## src/rtl/max7219_chain_driver_if.sv

```systemverilog
// Frame/brightness handshake between the grid logic and the MAX7219 chain driver.
// master drives frames and brightness; slave accepts them when idle.
interface max7219_chain_driver_if #(
  parameter int N_DEV = 2
);
  logic [N_DEV*64-1:0] frame;
  logic                frame_valid;
  logic                frame_ready;
  logic [3:0]          intensity;

  modport master (
    output frame, frame_valid, intensity,
    input  frame_ready
  );

  modport slave (
    input  frame, frame_valid, intensity,
    output frame_ready
  );
endinterface

```

## src/rtl/max7219_chain_driver.sv

```systemverilog
// Serial driver for a daisy chain of MAX7219s: init, row refresh, brightness.
// Optional macro ROW_DIFF_EN: refresh only rows changed since the last frame.
module max7219_chain_driver #(
  parameter int         N_DEV          = 2,
  parameter int         SCLK_DIV       = 16,
  parameter logic [3:0] INTENSITY_INIT = 4'h8
) (
  input  logic                  clk,
  input  logic                  reset,
  max7219_chain_driver_if.slave bus,
  output logic                  din,
  output logic                  cs,
  output logic                  sclk,
  output logic                  busy
);
  localparam int NB = N_DEV * 16;

  typedef enum logic [1:0] {
    S_INIT, S_IDLE, S_INTEN, S_ROWS
  } st_e;

  typedef enum logic [1:0] {
    P_NONE, P_GAP, P_BIT, P_TAIL
  } ph_e;

  st_e                 state_q;
  ph_e                 ph_q;
  logic [15:0]         div_q;
  logic [15:0]         gap_q;
  logic [7:0]          bit_q;
  logic [2:0]          idx_q;
  logic [7:0]          rows_q;
  logic [3:0]          last_q;
  logic [3:0]          pend_q;
  logic [NB-1:0]       sh_q;
  logic [N_DEV*64-1:0] frm_q;
  logic                cs_q;
  logic                sclk_q;

  logic [NB-1:0]       vec_d;
  logic [15:0]         word;
  logic [2:0]          low;
  logic [7:0]          mask_d;

  assign din             = sh_q[NB-1];
  assign cs              = cs_q;
  assign sclk            = sclk_q;
  assign busy            = (state_q != S_IDLE);
  assign bus.frame_ready = (state_q == S_IDLE);

  // Device N_DEV-1 sits in the top bits so it is shifted out first.
  always_comb begin
    vec_d = '0;
    word  = 16'h0F00;
    if (state_q == S_INTEN) begin
      word = {8'h0A, 4'h0, pend_q};
    end else begin
      case (idx_q)
        3'd0:    word = 16'h0C01;
        3'd1:    word = 16'h0900;
        3'd2:    word = 16'h0B07;
        3'd3:    word = {8'h0A, 4'h0, last_q};
        default: word = 16'h0F00;
      endcase
    end
    for (int d = 0; d < N_DEV; d++) begin
      if (state_q == S_ROWS)
        vec_d[d*16 +: 16] = {4'h0, {1'b0, idx_q} + 4'd1,
                             frm_q[d*64 + 8*int'(idx_q) +: 8]};
      else
        vec_d[d*16 +: 16] = word;
    end
  end

  always_comb begin
    low = 3'd0;
    for (int i = 7; i >= 0; i--)
      if (rows_q[i]) low = 3'(i);
  end

`ifdef ROW_DIFF_EN
  logic [N_DEV*64-1:0] shd_q;
  logic                first_q;
  logic                take;

  assign take = (state_q == S_IDLE) && bus.frame_valid;

  always_comb begin
    mask_d = '0;
    for (int r = 0; r < 8; r++)
      for (int d = 0; d < N_DEV; d++)
        if (first_q ||
            bus.frame[d*64 + r*8 +: 8] != shd_q[d*64 + r*8 +: 8])
          mask_d[r] = 1'b1;
  end

  always_ff @(posedge clk or posedge reset) begin
    if (reset) begin
      shd_q   <= '0;
      first_q <= 1'b1;
    end else if (take) begin
      shd_q   <= bus.frame;
      first_q <= 1'b0;
    end
  end
`else
  assign mask_d = 8'hFF;
`endif

  always_ff @(posedge clk or posedge reset) begin
    if (reset) begin
      state_q <= S_INIT;
      ph_q    <= P_NONE;
      div_q   <= '0;
      gap_q   <= '0;
      bit_q   <= '0;
      idx_q   <= '0;
      rows_q  <= '0;
      last_q  <= INTENSITY_INIT;
      pend_q  <= INTENSITY_INIT;
      sh_q    <= '0;
      frm_q   <= '0;
      cs_q    <= 1'b1;
      sclk_q  <= 1'b0;
    end else begin
      unique case (ph_q)
        P_GAP: begin
          if (gap_q == 16'(2*SCLK_DIV-1)) begin
            gap_q <= '0;
            cs_q  <= 1'b0;
            sh_q  <= vec_d;
            bit_q <= '0;
            div_q <= '0;
            ph_q  <= P_BIT;
          end else begin
            gap_q <= gap_q + 16'd1;
          end
        end
        P_BIT: begin
          if (div_q == 16'(SCLK_DIV-1)) begin
            div_q  <= '0;
            sclk_q <= !sclk_q;
            // Falling edge: present the next bit for the whole low phase.
            if (sclk_q) begin
              sh_q <= sh_q << 1;
              if (bit_q == 8'(NB-1)) ph_q  <= P_TAIL;
              else                   bit_q <= bit_q + 8'd1;
            end
          end else begin
            div_q <= div_q + 16'd1;
          end
        end
        P_TAIL: begin
          cs_q <= 1'b1;
          ph_q <= P_NONE;
          if (state_q == S_INIT) idx_q <= idx_q + 3'd1;
        end
        P_NONE: begin
          unique case (state_q)
            S_INIT: begin
              if (idx_q == 3'd5) begin
                state_q <= S_IDLE;
              end else begin
                if (idx_q == 3'd0) last_q <= bus.intensity;
                ph_q <= P_GAP;
              end
            end
            S_IDLE: begin
              if (bus.frame_valid) begin
                frm_q  <= bus.frame;
                rows_q <= mask_d;
              end
              if (bus.intensity != last_q) begin
                pend_q  <= bus.intensity;
                state_q <= S_INTEN;
                ph_q    <= P_GAP;
              end else if (bus.frame_valid) begin
                state_q <= S_ROWS;
              end
            end
            S_INTEN: begin
              last_q  <= pend_q;
              state_q <= (rows_q != 8'd0) ? S_ROWS : S_IDLE;
            end
            S_ROWS: begin
              if (rows_q != 8'd0) begin
                idx_q       <= low;
                rows_q[low] <= 1'b0;
                ph_q        <= P_GAP;
              end else if (bus.intensity != last_q) begin
                pend_q  <= bus.intensity;
                state_q <= S_INTEN;
                ph_q    <= P_GAP;
              end else begin
                state_q <= S_IDLE;
              end
            end
          endcase
        end
      endcase
    end
  end
endmodule

```

## src/flat_wrapper.sv

```systemverilog
// flat-port wrapper written by rule: the top's interface ports become plain ports
module max7219_chain_driver_flat 
#(
  parameter int         N_DEV          = 2,
  parameter int         SCLK_DIV       = 16,
  parameter logic [3:0] INTENSITY_INIT = 4'h8
)
  (clk, reset, din, cs, sclk, busy, bus_frame, bus_frame_valid, bus_intensity, bus_frame_ready);
  max7219_chain_driver_if #(.N_DEV(N_DEV)) bus_i ();
  input  logic clk;
  input  logic reset;
  output logic din;
  output logic cs;
  output logic sclk;
  output logic busy;
  input wire logic [$bits(bus_i.frame)-1:0] bus_frame;
  input wire logic [$bits(bus_i.frame_valid)-1:0] bus_frame_valid;
  input wire logic [$bits(bus_i.intensity)-1:0] bus_intensity;
  output wire logic [$bits(bus_i.frame_ready)-1:0] bus_frame_ready;
  assign bus_i.frame = bus_frame;
  assign bus_i.frame_valid = bus_frame_valid;
  assign bus_i.intensity = bus_intensity;
  assign bus_frame_ready = bus_i.frame_ready;
  max7219_chain_driver #(.N_DEV(N_DEV), .SCLK_DIV(SCLK_DIV), .INTENSITY_INIT(INTENSITY_INIT)) u_core (.clk(clk), .reset(reset), .bus(bus_i), .din(din), .cs(cs), .sclk(sclk), .busy(busy));
endmodule
```

## config.mk

```make
export PLATFORM = sky130hd
export DESIGN_NAME = max7219_chain_driver_flat
export DESIGN_NICKNAME = d
export VERILOG_FILES = /design/src/rtl/max7219_chain_driver_if.sv /design/src/rtl/max7219_chain_driver.sv /design/src/flat_wrapper.sv
export SDC_FILE = /design/constraint.sdc
export NUM_CORES = 1
export LEC_CHECK = 0
export CAP_MARGIN = 20
export CORE_MARGIN = 5
export CORE_UTILIZATION = 55
export DETAILED_ROUTE_END_ITERATION = 16
export PLACE_DENSITY = 0.89
export SYNTH_ARGS = -nofsm -noshare
export SYNTH_HDL_FRONTEND = slang
export SYNTH_SLANG_ARGS = --single-unit
```

## constraint.sdc

```tcl
create_clock -name clk -period 11.5 [get_ports clk]
set_input_delay 2.3 -clock clk [delete_from_list [all_inputs] [get_ports clk]]
set_output_delay 2.3 -clock clk [all_outputs]
set_load 0.02 [all_outputs]
```

Yosys cells after proc, flatten, opt, wreduce, memory -nomap -nowiden
Index checks and enable logic that the tools add are counted.

storage, ports and cells
  register bits = 225
  latch bits = 0
  bits in writable memories = 0
  bits in read-only memories = 0
  input port bits = 135
  output and inout port bits = 5
  logic and storage cells = 138
  memories = 0

cells by class
  add/sub/neg operators = 6
  multiply operators = 0
  div/mod/pow operators = 0
  order comparisons = 2
  eq/ne operators = 32
  shifts and indexed selects = 2
  multiplexer cells = 58
  bitwise operators = 2
  reduce and logical (&&, ||, !) cells = 23

operators with widths
  operator               count
  $shiftx 128x32->8      1
  $shiftx 128x7->8       1
  $mux 32                3
  $mux 16                5
  $pmux 32 s2            1
  $mux 8                 6
  $pmux 11 s4            1
  $mux 3                 11
  $add 16x1->16 const B  2
  $pmux 16 s2            1
  $pmux 8 s2             2
  $mux 2                 13
  $reduce_and 4->1       5
  $eq 16x4->1 const B    1
  $eq 16x5->1 const B    1
  $mux 4                 4
  $ne 2x1->1 const B     8
  $pmux 2 s4             2
  $pmux 4 s2             2
  $ne 2x2->1 const B     7
  $mux 11                1
  $reduce_bool 2->1      5
  $add 7x6->8 const A    1
  $add 8x1->8 const B    1
  30 further kinds       40

Depth between registers and ports, before layout
  word-level depth = 16
  gate-level depth with buffers = 11
  mapped depth without buffers = 7

Worst setup path before layout
OpenSTA, ideal clock, no wires.

  path kind = input-to-reg
  start = input bus_frame_valid
  end = register u_core.frm_q[33]
  library setup time = 0.125 ns
  arrival time = 3.535 ns
  required time = 11.375 ns
  slack = 7.841 ns
  stages on the path = 5
  buffers on the path = 3
  cells stage by stage = nand3_1 -> clkbuf_1 -> clkbuf_1 -> clkbuf_1 -> mux2_2

on the way
  word-level cells in the longest chain between the ends = 1

RTL lines
  item                               RTL line                     source
  start, declared                    flat_wrapper.sv:17           input wire logic [$bits(bus_i.frame_valid)-1:0] bus_frame_valid;
  $reduce_and 3->1 (no source line)  n/a
  end signal, assigned               max7219_chain_driver.sv:170  frm_q <= bus.frame;
  end, declared                      max7219_chain_driver.sv:36   logic [N_DEV*64-1:0] frm_q;

No other way between the ends.
A chain may end at the register's enable or synchronous reset.

Final worst setup path
  start = register u_core.state_q[1]
  end = output bus_frame_ready

on the way
  word-level cells in the longest chain between the ends = 1

RTL lines
  item                    RTL line                     source
  start, declared         max7219_chain_driver.sv:26   st_e state_q;
  start signal, assigned  max7219_chain_driver.sv:183  state_q <= (rows_q != 8'd0) ? S_ROWS : S_IDLE;
  $eq 2x1->1              max7219_chain_driver.sv:49   assign bus.frame_ready = (state_q == S_IDLE);
  end, declared           flat_wrapper.sv:19           output wire logic [$bits(bus_i.frame_ready)-1:0] bus_frame_ready;

No other way between the ends.

==> impl_metrics.env <==
export IMPL_ys_seq_area_share_pct=52.30
export IMPL_gp_congestion=0.8794
export IMPL_skew_ps=17.14
export IMPL_whs_ps=475.8
export IMPL_synth_edf_count=0
export IMPL_status="complete, no violations"
export IMPL_die_w_um=150.0
export IMPL_tritoncts="yes"
export IMPL_io_pins=140
export IMPL_row_count=51
export IMPL_core_um2=19400
export IMPL_fin_tns_setup_ps=0
export IMPL_grt_pass1_vias=8219
export IMPL_end_kind="output pin"
export IMPL_start_util_pct=55.53
export IMPL_syn_inst=926
export IMPL_max_cap_violations=0
export IMPL_hold_buffers=0
export IMPL_drc=0
export IMPL_htree_levels=1
export IMPL_dieArea_um2=22490
export IMPL_fin_util_pct=68.39
export IMPL_first_pass_iters=6
export IMPL_grt_max_degree=141
export IMPL_crit_path_max_fanout=18
export IMPL_finalCritPeriodShare_pct=38.40
export IMPL_required_ps=9200
export IMPL_start_kind="flop"
export IMPL_design_area_um2=13270
export IMPL_clk_path_buf_depth=3
export IMPL_final_antenna_net_count=0
export IMPL_yosys_area_share_simple_pct=11.45
export IMPL_fin_crit_ps=4416
export IMPL_hold_viol_final=0
export IMPL_clkSinkCount=225
export IMPL_dp_hpwl_mm=17.40
export IMPL_worstSkewPairLatency_ps=530
export IMPL_setup_violations=0
export IMPL_antenna_found_initial=0
export IMPL_synth_area_um2=10770
export IMPL_die_h_um=150.0
export IMPL_layoutNonFillerInstCount=1325
export IMPL_layout_drive_gt1_share_pct=20.38
export IMPL_synthTopCellsByArea="dfrtp_1 (52%), mux2_2 (14%), mux4_2 (3.3%)"
export IMPL_synth_warnings=0
export IMPL_maxSlewHeadroom_pct=34.36
export IMPL_synthFlopType="dfrtp_1"
export IMPL_ys_ff_latch=225
export IMPL_synth_most_common_cell="dfrtp_1"
export IMPL_drtIter0Drc=692
export IMPL_clockRootBuffer="clkbuf_16"
export IMPL_worstMarginPinSlew_ps=984.6
export IMPL_clk_pin_slew_ps=60
export IMPL_overflow=0
export IMPL_rsz0062_at_grt="no"
export IMPL_fmax_mhz=226.4
export IMPL_synth_top_family_by_area="multiplexers"
export IMPL_ys_types=68
export IMPL_area_growth_pct=23.15
export IMPL_insertedDiodeCount=0
export IMPL_crit_arrival_ps=2120
export IMPL_synth_top_area_share_pct=51.57
export IMPL_grt_pass1_wl_mm=42.87
export IMPL_cellPowerDensity_nw_per_um2=130.9
export IMPL_postCtsSetupBuffers=0
export IMPL_dpl_instance_area_um2=12320
export IMPL_synth_compound_area_share_pct=10.92
export IMPL_synth_mux_area_share_pct=19.29
export IMPL_avgSynthCellArea_um2=11.63
export IMPL_min_path_type="flop to flop"
export IMPL_vias=8088
export IMPL_async_reset_ff_share_pct=100.0
export IMPL_path_class="flop to output pin"
export IMPL_dp_cells=1280
export IMPL_power_leakage_uw=0.005970
export IMPL_cts_resized=0
export IMPL_wl_per_cell_um=20.15
export IMPL_cts_buffers=24
export IMPL_synthTopCellsByCount="dfrtp_1 (222), mux2_2 (133), o21ai_0 (65), nand2_1 (52)"
export IMPL_wl_mm=26.69
export IMPL_synth_xor_area_share_pct=1.789
export IMPL_port_buffers=139
export IMPL_maxSlewViolCount=0
export IMPL_vias_per_cell=6.104
export IMPL_finalNetCount=1185
export IMPL_syn_nets=1069
export IMPL_gr_usage_all_layers_pct=23.79
export IMPL_vdd_drop_max_mv=0.1080
export IMPL_yosys_area_top_type="dfrtp_1"
export IMPL_synth_adder_area_share_pct=0.9292
[layout by cell type, fill, tap and decap left out, types with 5 or more instances in the layout]
master           count
nor2_1              39
dfrtp_1            221
clkbuf_1             6
nand2_1             52
a21oi_1             41
nand4_1             13
mux2i_1             22
nor2b_1             21
clkbuf_8             5
clkbuf_16           24
a31oi_1             16
inv_1               23
mux2_2             133
a32oi_1              9
clkdlybuf4s50_1    139
o31ai_1              9
o21ai_0             65
and3_1               6
buf_4               10
nor3_1              14
a2111oi_0           10
or4_1                7
mux4_2              16
xnor2_1             17
a211oi_1             9
xor2_1               5
bufinv_16            6
nand3_1             39
ha_1                 8
[final timing paths]
kind	from	slack [ps]	cells past startpoint	endpoint
min in group asynchronous	reset	2390	2	u_core.frm_q[73]
max reg2reg	u_core.idx_q[0]	8430	6	u_core.sh_q[0]
min	u_core.cs	480	2	u_core.cs
max	u_core.state_q[1]	7080	2	bus_frame_ready
max in group asynchronous	reset	7880	4	u_core.frm_q[48]
min reg2reg	u_core.cs	480	2	u_core.cs
[layer usage]
layer,global-route usage (%),routed length [um]
met5,0,0
met4,8.692,1159
met3,5.451,2048
met1,29.83,10190
met2,40.50,13300
[power by group]
part / internal, uW / leakage, uW / total (uW) / switching (uW)
clock network: 555 / 0.000439 / 878 / 323
logic: 42.0 / 0.00249 / 66.9 / 24.8
registers: 792 / 0.00305 / 792 / 0
[state kept, by name, summed over array words and instances, names as in the netlist]
name            count
u_core.bit_q        8
u_core.cs           1
u_core.div_q       16
u_core.frm_q      128
u_core.gap_q       16
u_core.idx_q        3
u_core.last_q       4
u_core.pend_q       4
u_core.ph_q         2
u_core.rows_q       8
u_core.sclk         1
u_core.sh_q        32
u_core.state_q      2
[per-stage QoR]
stage	setup WS, ps	power, uW
5_1_grt	6982	1787
2_1_floorplan	3042	819.5
3_5_place_dp	6694	872.8
3_3_place_gp	6733	872.6
6_report	7084	1736
4_1_cts	7065	1744
[critical path, cell delays in order (launching register included)]
cell             delay [ps]
dfrtp_1                 560
nor2b_1                 360
clkdlybuf4s50_1         670
[cells by family (layout without fill, tap and decap cells)]
family | count (synthesis) | after routing
AO/OA/AOI/OAI | 189 | 189
flip-flops | 225 | 225
multiplexers | 171 | 171
adder cells (fa/ha/maj) | 8 | 8
XOR/XNOR | 22 | 22
AND/OR/NAND/NOR | 227 | 227
buffers and inverters | 84 | 218
[cell type report]
type,instances,area (um^2)
tap,265,331.6
clock inverter,9,222.7
timing repair buffer,150,1494
inverter,24,97.59
sequential,225,5635
multi-input combinational,617,4793
clock buffer,35,691.9
fill,1310,6132
No activity file was read; power rests on OpenSTA's default activity.
